**src/rtl/text_console_writer_pkg.sv**
```systemverilog
// Shared constants and state type for the text console writer.
// Holds default geometry, control-code values and the FSM state enum.
package console_pkg;

  localparam int unsigned DEF_COLS = 80;
  localparam int unsigned DEF_ROWS = 30;
  localparam logic [7:0]  DEF_ATTR = 8'h07;

  localparam logic [7:0] BS    = 8'h08;
  localparam logic [7:0] LF    = 8'h0A;
  localparam logic [7:0] FF    = 8'h0C;
  localparam logic [7:0] CR    = 8'h0D;
  localparam logic [7:0] ESC   = 8'h1B;
  localparam logic [7:0] BLANK = 8'h20;

  typedef enum logic [1:0] {
    StClearScreen,
    StIdle,
    StEsc,
    StClearRow
  } state_e;

endpackage

```
**src/rtl/text_console_writer_if.sv**
```systemverilog
// Byte-stream input and text-buffer write port of the console writer.
// The slave side is the writer; the master side is the byte source / observer.
interface text_console_writer_if;
  logic [7:0]  char_in;
  logic        valid_in;
  logic        ready_out;
  logic        we_out;
  logic [11:0] addr_out;
  logic [15:0] data_out;
  logic [6:0]  cursor_col_out;
  logic [4:0]  cursor_row_out;
  logic [4:0]  top_row_out;

  modport slave (
    input  char_in, valid_in,
    output ready_out, we_out, addr_out, data_out,
    output cursor_col_out, cursor_row_out, top_row_out
  );

  modport master (
    output char_in, valid_in,
    input  ready_out, we_out, addr_out, data_out,
    input  cursor_col_out, cursor_row_out, top_row_out
  );
endinterface

```
**src/rtl/text_console_writer.sv**
```systemverilog
// Converts a byte stream into writes to a ROWS x COLS text buffer, handling
// CR/LF/BS/FF, ESC-prefixed attribute changes, scrolling and screen/row clears.
module text_console_writer
  import console_pkg::*;
#(
  parameter int unsigned COLS         = DEF_COLS,
  parameter int unsigned ROWS         = DEF_ROWS,
  parameter logic [7:0]  DEFAULT_ATTR = DEF_ATTR
) (
  input logic                   clk_in,
  input logic                   rst_n_in,
  text_console_writer_if.slave  bus
);

  localparam logic [6:0]  LastCol  = 7'(COLS - 1);
  localparam logic [4:0]  LastRow  = 5'(ROWS - 1);
  localparam logic [11:0] ColsW    = 12'(COLS);
  localparam logic [11:0] LastCell = 12'(ROWS * COLS - 1);

  state_e      state_q;
  logic [6:0]  col_q;
  logic [4:0]  row_q;
  logic [11:0] row_base_q;
  logic [7:0]  attr_q;
  logic        wrapped_q;
  logic [11:0] clr_addr_q;
  logic [6:0]  clr_col_q;
  logic        we_q;
  logic [11:0] addr_q;
  logic [15:0] data_q;

  logic        ready;
  logic        accept;
  logic        is_ctrl;
  logic [11:0] cur_addr;
  logic [11:0] prev_addr;
  logic [4:0]  next_row;
  logic [11:0] next_base;

  // row_base_q tracks row*COLS incrementally, so no multiplier is needed
  always_comb begin
    ready     = (state_q == StIdle) || (state_q == StEsc);
    accept    = bus.valid_in && ready;
    is_ctrl   = (bus.char_in < BLANK);
    cur_addr  = row_base_q + {5'd0, col_q};
    prev_addr = cur_addr - 12'd1;
    next_row  = (row_q == LastRow) ? 5'd0 : row_q + 5'd1;
    next_base = (row_q == LastRow) ? 12'd0 : row_base_q + ColsW;
  end

  always_ff @(posedge clk_in or negedge rst_n_in) begin
    if (!rst_n_in) begin
      state_q    <= StClearScreen;
      col_q      <= '0;
      row_q      <= '0;
      row_base_q <= '0;
      attr_q     <= DEFAULT_ATTR;
      wrapped_q  <= 1'b0;
      clr_addr_q <= '0;
      clr_col_q  <= '0;
      we_q       <= 1'b0;
      addr_q     <= '0;
      data_q     <= '0;
    end else begin
      we_q <= 1'b0;
      unique case (state_q)
        StClearScreen: begin
          we_q       <= 1'b1;
          addr_q     <= clr_addr_q;
          data_q     <= {attr_q, BLANK};
          clr_addr_q <= clr_addr_q + 12'd1;
          if (clr_addr_q == LastCell) begin
            state_q <= StIdle;
          end
        end
        StClearRow: begin
          we_q      <= 1'b1;
          addr_q    <= row_base_q + {5'd0, clr_col_q};
          data_q    <= {attr_q, BLANK};
          clr_col_q <= clr_col_q + 7'd1;
          if (clr_col_q == LastCol) begin
            state_q <= StIdle;
          end
        end
        StEsc: begin
          if (accept) begin
            attr_q  <= bus.char_in;
            state_q <= StIdle;
          end
        end
        StIdle: begin
          if (accept) begin
            case (bus.char_in)
              CR: col_q <= '0;
              LF: begin
                col_q      <= '0;
                row_q      <= next_row;
                row_base_q <= next_base;
                clr_col_q  <= '0;
                state_q    <= StClearRow;
                if (row_q == LastRow) wrapped_q <= 1'b1;
              end
              BS: begin
                if (col_q != '0) begin
                  col_q  <= col_q - 7'd1;
                  we_q   <= 1'b1;
                  addr_q <= prev_addr;
                  data_q <= {attr_q, BLANK};
                end
              end
              FF: begin
                col_q      <= '0;
                row_q      <= '0;
                row_base_q <= '0;
                wrapped_q  <= 1'b0;
                clr_addr_q <= '0;
                state_q    <= StClearScreen;
              end
              ESC: state_q <= StEsc;
              default: begin
                // Remaining control codes are swallowed without effect
                if (!is_ctrl) begin
                  we_q   <= 1'b1;
                  addr_q <= cur_addr;
                  data_q <= {attr_q, bus.char_in};
                  if (col_q == LastCol) begin
                    col_q      <= '0;
                    row_q      <= next_row;
                    row_base_q <= next_base;
                    clr_col_q  <= '0;
                    state_q    <= StClearRow;
                    if (row_q == LastRow) wrapped_q <= 1'b1;
                  end else begin
                    col_q <= col_q + 7'd1;
                  end
                end
              end
            endcase
          end
        end
        default: state_q <= StClearScreen;
      endcase
    end
  end

  assign bus.ready_out      = ready;
  assign bus.we_out         = we_q;
  assign bus.addr_out       = addr_q;
  assign bus.data_out       = data_q;
  assign bus.cursor_col_out = col_q;
  assign bus.cursor_row_out = row_q;
  assign bus.top_row_out    = !wrapped_q ? 5'd0 : next_row;

endmodule
```
**src/flat_wrapper.sv**
```systemverilog
// flat-port wrapper written by rule: the top's interface ports become plain ports
module text_console_writer_flat import console_pkg::*;
#(
  parameter int unsigned COLS         = DEF_COLS,
  parameter int unsigned ROWS         = DEF_ROWS,
  parameter logic [7:0]  DEFAULT_ATTR = DEF_ATTR
)
  (clk_in, rst_n_in, bus_char_in, bus_valid_in, bus_ready_out, bus_we_out, bus_addr_out, bus_data_out, bus_cursor_col_out, bus_cursor_row_out, bus_top_row_out);
  text_console_writer_if bus_i ();
  input logic clk_in;
  input logic rst_n_in;
  input wire logic [$bits(bus_i.char_in)-1:0] bus_char_in;
  input wire logic [$bits(bus_i.valid_in)-1:0] bus_valid_in;
  output wire logic [$bits(bus_i.ready_out)-1:0] bus_ready_out;
  output wire logic [$bits(bus_i.we_out)-1:0] bus_we_out;
  output wire logic [$bits(bus_i.addr_out)-1:0] bus_addr_out;
  output wire logic [$bits(bus_i.data_out)-1:0] bus_data_out;
  output wire logic [$bits(bus_i.cursor_col_out)-1:0] bus_cursor_col_out;
  output wire logic [$bits(bus_i.cursor_row_out)-1:0] bus_cursor_row_out;
  output wire logic [$bits(bus_i.top_row_out)-1:0] bus_top_row_out;
  assign bus_i.char_in = bus_char_in;
  assign bus_i.valid_in = bus_valid_in;
  assign bus_ready_out = bus_i.ready_out;
  assign bus_we_out = bus_i.we_out;
  assign bus_addr_out = bus_i.addr_out;
  assign bus_data_out = bus_i.data_out;
  assign bus_cursor_col_out = bus_i.cursor_col_out;
  assign bus_cursor_row_out = bus_i.cursor_row_out;
  assign bus_top_row_out = bus_i.top_row_out;
  text_console_writer #(.COLS(COLS), .ROWS(ROWS), .DEFAULT_ATTR(DEFAULT_ATTR)) u_core (.clk_in(clk_in), .rst_n_in(rst_n_in), .bus(bus_i));
endmodule
```
**config.mk**
```make
export PLATFORM = sky130hd
export DESIGN_NAME = text_console_writer_flat
export DESIGN_NICKNAME = d
export VERILOG_FILES = /design/src/rtl/text_console_writer_pkg.sv /design/src/rtl/text_console_writer_if.sv /design/src/rtl/text_console_writer.sv /design/src/flat_wrapper.sv
export SDC_FILE = /design/constraint.sdc
export NUM_CORES = 1
export LEC_CHECK = 0
export ABC_AREA = 1
export CORE_UTILIZATION = 40
export DETAILED_ROUTE_END_ITERATION = 10
export SLEW_MARGIN = 40
export SYNTH_ARGS = -nofsm -noshare
export SYNTH_HDL_FRONTEND = slang
export SYNTH_SLANG_ARGS = --single-unit
```
**constraint.sdc**
```tcl
create_clock -name clk_in -period 1.8 [get_ports clk_in]
set_input_delay 0.27 -clock clk_in [delete_from_list [all_inputs] [get_ports clk_in]]
set_output_delay 0.27 -clock clk_in [all_outputs]
set_load 0.03 [all_outputs]
```
==> summary.txt <==
Outcome
  – Run status: complete, but fails checks
  – Violations in the final reports: setup timing

STA
  – Fmax: approximately 530 MHz
  – Actual slew at the worst max-slew pin: around 490 ps
  – RSZ-0062 raised after global routing: yes
  – Final critical-path share of the clock period: 104%
  – Count of endpoints failing setup in the final report: 18
  – Max-slew violations: 0
  – Time the worst path needs with I/O delays and setup: around 1900 ps
  – Setup clock skew after layout: 6.48 ps
  – Final setup margin: -72.1 ps
  – Tightest slew margin relative to the limit: 67.2%
  – Endpoints failing hold: 0

Floorplan
  – Y dimension of the die: approximately 120 um
  – Die boundary width: about 120 um
  – Die Outline Area: 13,400 um2
  – Initial core utilization: approximately two fifths
  – Number of rows created at floorplan: slightly above 40
  – Placeable core region: ~13,000 um2
  – Number of placed I/O pins: 58

Layout
  – Ant. Diodes: 0
  – Storage cell area: roughly 2000 um2
  – Core Util, Final: between 60% and 70%
  – Multi-input logic area: about 3400 um2
  – Post-layout instance count excluding filler cells: roughly 1,100
  – Syn-to-layout area delta: 50.7%
  – Layout cells sized above 1: between 30% and 40%
  – Post-layout nets: roughly 900
  – Filler Cell Count: around 1,100

Clock network
  – H-Tree Level Count: 3
  – Clock tree from TritonCTS: yes
  – CTS Buf Count: 9
  – Clock Path Buffers: 2
  – Clock insertion delay at the later pin of the skew report: roughly 350 ps
  – Post-CTS clock slew at the launch and capture registers of the worst setup and hold paths: ~60 ps
  – Sink count of the clock tree: between 70 and 80
  – Master cell of the clock root buffer: sky130_fd_sc_hd__clkbuf_16

Place
  – Count of buffers from port buffering: 57
  – Post-DP HPWL: approximately 11,000 um
  – Number of placed cells counting well taps: approximately 1,000
  – Global placer's final weighted congestion: between 0.9 and 1

Synthesis
  – Top cell type's share of synthesized area: about 37%
  – Compound-Gate Fraction of Synth Area: between 10% and 20%
  – Parity-gate share of the synthesized area counting xor and xnor cells: under 10%
  – Portion of netlist area occupied by mux cells: 0%
  – Post-synth top cells: sky130_fd_sc_hd__nand2_1 (203), sky130_fd_sc_hd__dfrtp_1 (76), sky130_fd_sc_hd__inv_1 (67)
  – Cell variety after synth: between 40 and 50
  – Sequential-to-total area share from yosys stat: 38.3%
  – Share of flip-flops with an asynchronous set or reset after synthesis: 100%
  – Arithmetic-cell share of the synthesized area counting full adders, half adders and majority gates: a little under 5%
  – Top cell type by total area after synthesis: sky130_fd_sc_hd__dfrtp_1
  – EDFF count, synth: 0
  – Synth warn: 0
  – Post-synthesis register bit count: 79
  – Total nets after synthesis: ~740
  – Ranking of synthesized cells by area: sky130_fd_sc_hd__dfrtp_1 (37%), sky130_fd_sc_hd__nand2_1 (15%), sky130_fd_sc_hd__nand3_1 (5.0%)
  – Basic-gate share of the synthesized area counting and, or, nand and nor cells: between 30% and 40%
  – Dominant combinational cell family by area after synthesis: simple AND/OR/NAND/NOR gates
  – Most common cell in the synthesized netlist: sky130_fd_sc_hd__nand2_1
  – Syn Area/Cell: 7.33 um2
  – Post-synthesis instance area: ~5200 um2
  – Dominant register cell in the synthesized netlist: sky130_fd_sc_hd__dfrtp_1
  – Synthesized netlist cell count: roughly 710

Routing
  – Final Routed Wirelength: 16,200 um
  – Average wire per cell in the routed design: 15.3 um
  – Detailed router's first-iteration violation count: 330
  – Remaining DRCs: 0
  – Antenna Violating Nets Remaining: 0
  – Detailed-route vias per instance: ~5.1
  – Metal1 wirelength: around 7300 um
  – Amount of wire on met3 after detailed routing: 700 um
  – Top layer reached by signal wires: met4
  – Met2 WL: between 7000 and 8000 um
  – Detailed-route via count: roughly 5,400
  – Number of iterations in the first detailed-routing pass: 5

Critical path
  – Flop-to-flop setup slack: -50 ps
  – Critical path type: reg2out
  – Arrival time at the worst endpoint: about 1600 ps
  – Endpoint kind of the worst setup timing path: output pin
  – Kind of start point of the critical path: register
  – Critical path data required time: 1530 ps
  – Crit-path max FO: 4

Global routing
  – Overflow left after global routing: 0
  – Wire length of the first global-routing pass: 24,700 um
  – Largest net degree at the start of global routing: 80
  – Vias in the first global route: 5,072
  – Total global routing track utilization: a little under a quarter
  – Number of antenna violations at the first check in global routing: 0

Power and ir drop
  – Static leakage: 3.65 nW
  – Worst vdd ir: 376 uV
  – Ratio of total power to cell area: 465 nW/um2

Min path
  – Min-delay worst type: in2reg

Flow run
  – Max-capacitance violation count: 0
critical path, cell delays in order, from the launching register on:
cell	delay (ps)
sky130_fd_sc_hd__dfrtp_2	450
sky130_fd_sc_hd__inv_2	70
sky130_fd_sc_hd__ha_2	150
sky130_fd_sc_hd__nand4_1	120
sky130_fd_sc_hd__buf_4	190
sky130_fd_sc_hd__nand3_2	70
sky130_fd_sc_hd__nor2_1	40
sky130_fd_sc_hd__buf_4	170
what timing repair did:
action / in CTS / in global routing
hold endpoints to repair: 76 / 0
gates cloned: 0 / 3
hold buffers: 1 / 0
pin swaps: 19 / 33
buffers inserted: 17 / 16
endpoints found under the setup margin: 52 / 70
gates resized for setup: 45 / 132
path summary, 6_finish.rpt:
check / from / end / depth (start not counted)
worst max-delay path: u_core.bus.cursor_row_out[1] / bus_top_row_out[4] / 7
worst min-delay path: bus_char_in[7] / u_core.bus.data_out[7] / 3
worst max register to register: u_core.state_q[1] / u_core.bus.cursor_row_out[1] / 11
worst min register to register: u_core.attr_q[6] / u_core.bus.data_out[14] / 2
max in group asynchronous: rst_n_in / u_core.bus.cursor_col_out[4] / 3
min in group asynchronous: rst_n_in / u_core.bus.data_out[8] / 3
flip-flops by register name (all words and copies together), names as in the netlist, 2 cells and up:
| name | cells |
|---|---|
| u_core.attr_q | 8 |
| u_core.bus.addr_out | 12 |
| u_core.bus.cursor_col_out | 7 |
| u_core.bus.cursor_row_out | 5 |
| u_core.bus.data_out | 16 |
| u_core.clr_addr_q | 12 |
| u_core.clr_col_q | 7 |
| u_core.row_base_q | 8 |
| u_core.state_q | 2 |
metrics by stage:
step           total power [mW]  worst slack [ps]  hold WS (ps)  cell area, um2  setup TNS (ps)
3_5_place_dp               1.94              -385           337            6590          -19050
4_1_cts                    3.64             -64.7           473            7140            -211
2_1_floorplan              1.84              5.29         -25.6            5220               0
6_report                   3.62             -72.1           290            7780            -643
3_3_place_gp               1.94              -332           334            6590          -16990
5_1_grt                    3.73              -154           329            7780           -2860
area by class of cell:
type	instances	area share, %
clock buffer	11	2.99
clock inverter	5	0.450
inverter	78	4.02
multi-input combinational	530	43.1
sequential	79	25.6
tap	172	2.77
timing repair buffer	183	21.0
timing repair inverter	1	0.0643
report_power, final:
group / leakage [nW] / switching [mW] / total (mW) / internal, mW
Clock: 0.118 / 0.769 / 1.70 / 0.932
Combinational: 2.59 / 0.0903 / 0.141 / 0.0510
Sequential: 0.947 / 0.000225 / 1.78 / 1.78
Total: 3.65 / 0.860 / 3.62 / 2.76
placed cells by master (no fill, tap or decap), types with 12 or more instances in the layout:
master and count:
sky130_fd_sc_hd__nor2_4 14, sky130_fd_sc_hd__a21oi_1 14, sky130_fd_sc_hd__buf_4 111, sky130_fd_sc_hd__nor3_1 15, sky130_fd_sc_hd__o21ai_1 15, sky130_fd_sc_hd__dfrtp_1 66, sky130_fd_sc_hd__nand4_1 18, sky130_fd_sc_hd__nor2_1 46
sky130_fd_sc_hd__xor2_1 13, sky130_fd_sc_hd__nand2_2 23, sky130_fd_sc_hd__inv_1 55, sky130_fd_sc_hd__o21ai_0 31, sky130_fd_sc_hd__buf_6 17, sky130_fd_sc_hd__nand3_1 39, sky130_fd_sc_hd__inv_2 19, sky130_fd_sc_hd__nand2_1 179
sky130_fd_sc_hd__clkdlybuf4s50_1 37, sky130_fd_sc_hd__nand3_2 12
per-layer routing:
metal | vias to the layer above | GRT usage (%)
li1 | 2676 | -
met1 | 2593 | 31.9
met3 | 21 | 3.19
met2 | 151 | 38.9
met5 | - | 0
met4 | 0 | 9.49
kinds of logic after synthesis:
kind of cell | count (synthesis)
flip-flops | 79
adder cells (fa/ha/maj) | 20
buffers and inverters | 96
AO/OA/AOI/OAI | 104
XOR/XNOR | 17
AND/OR/NAND/NOR | 389
(Power assumes the default switching activity.)
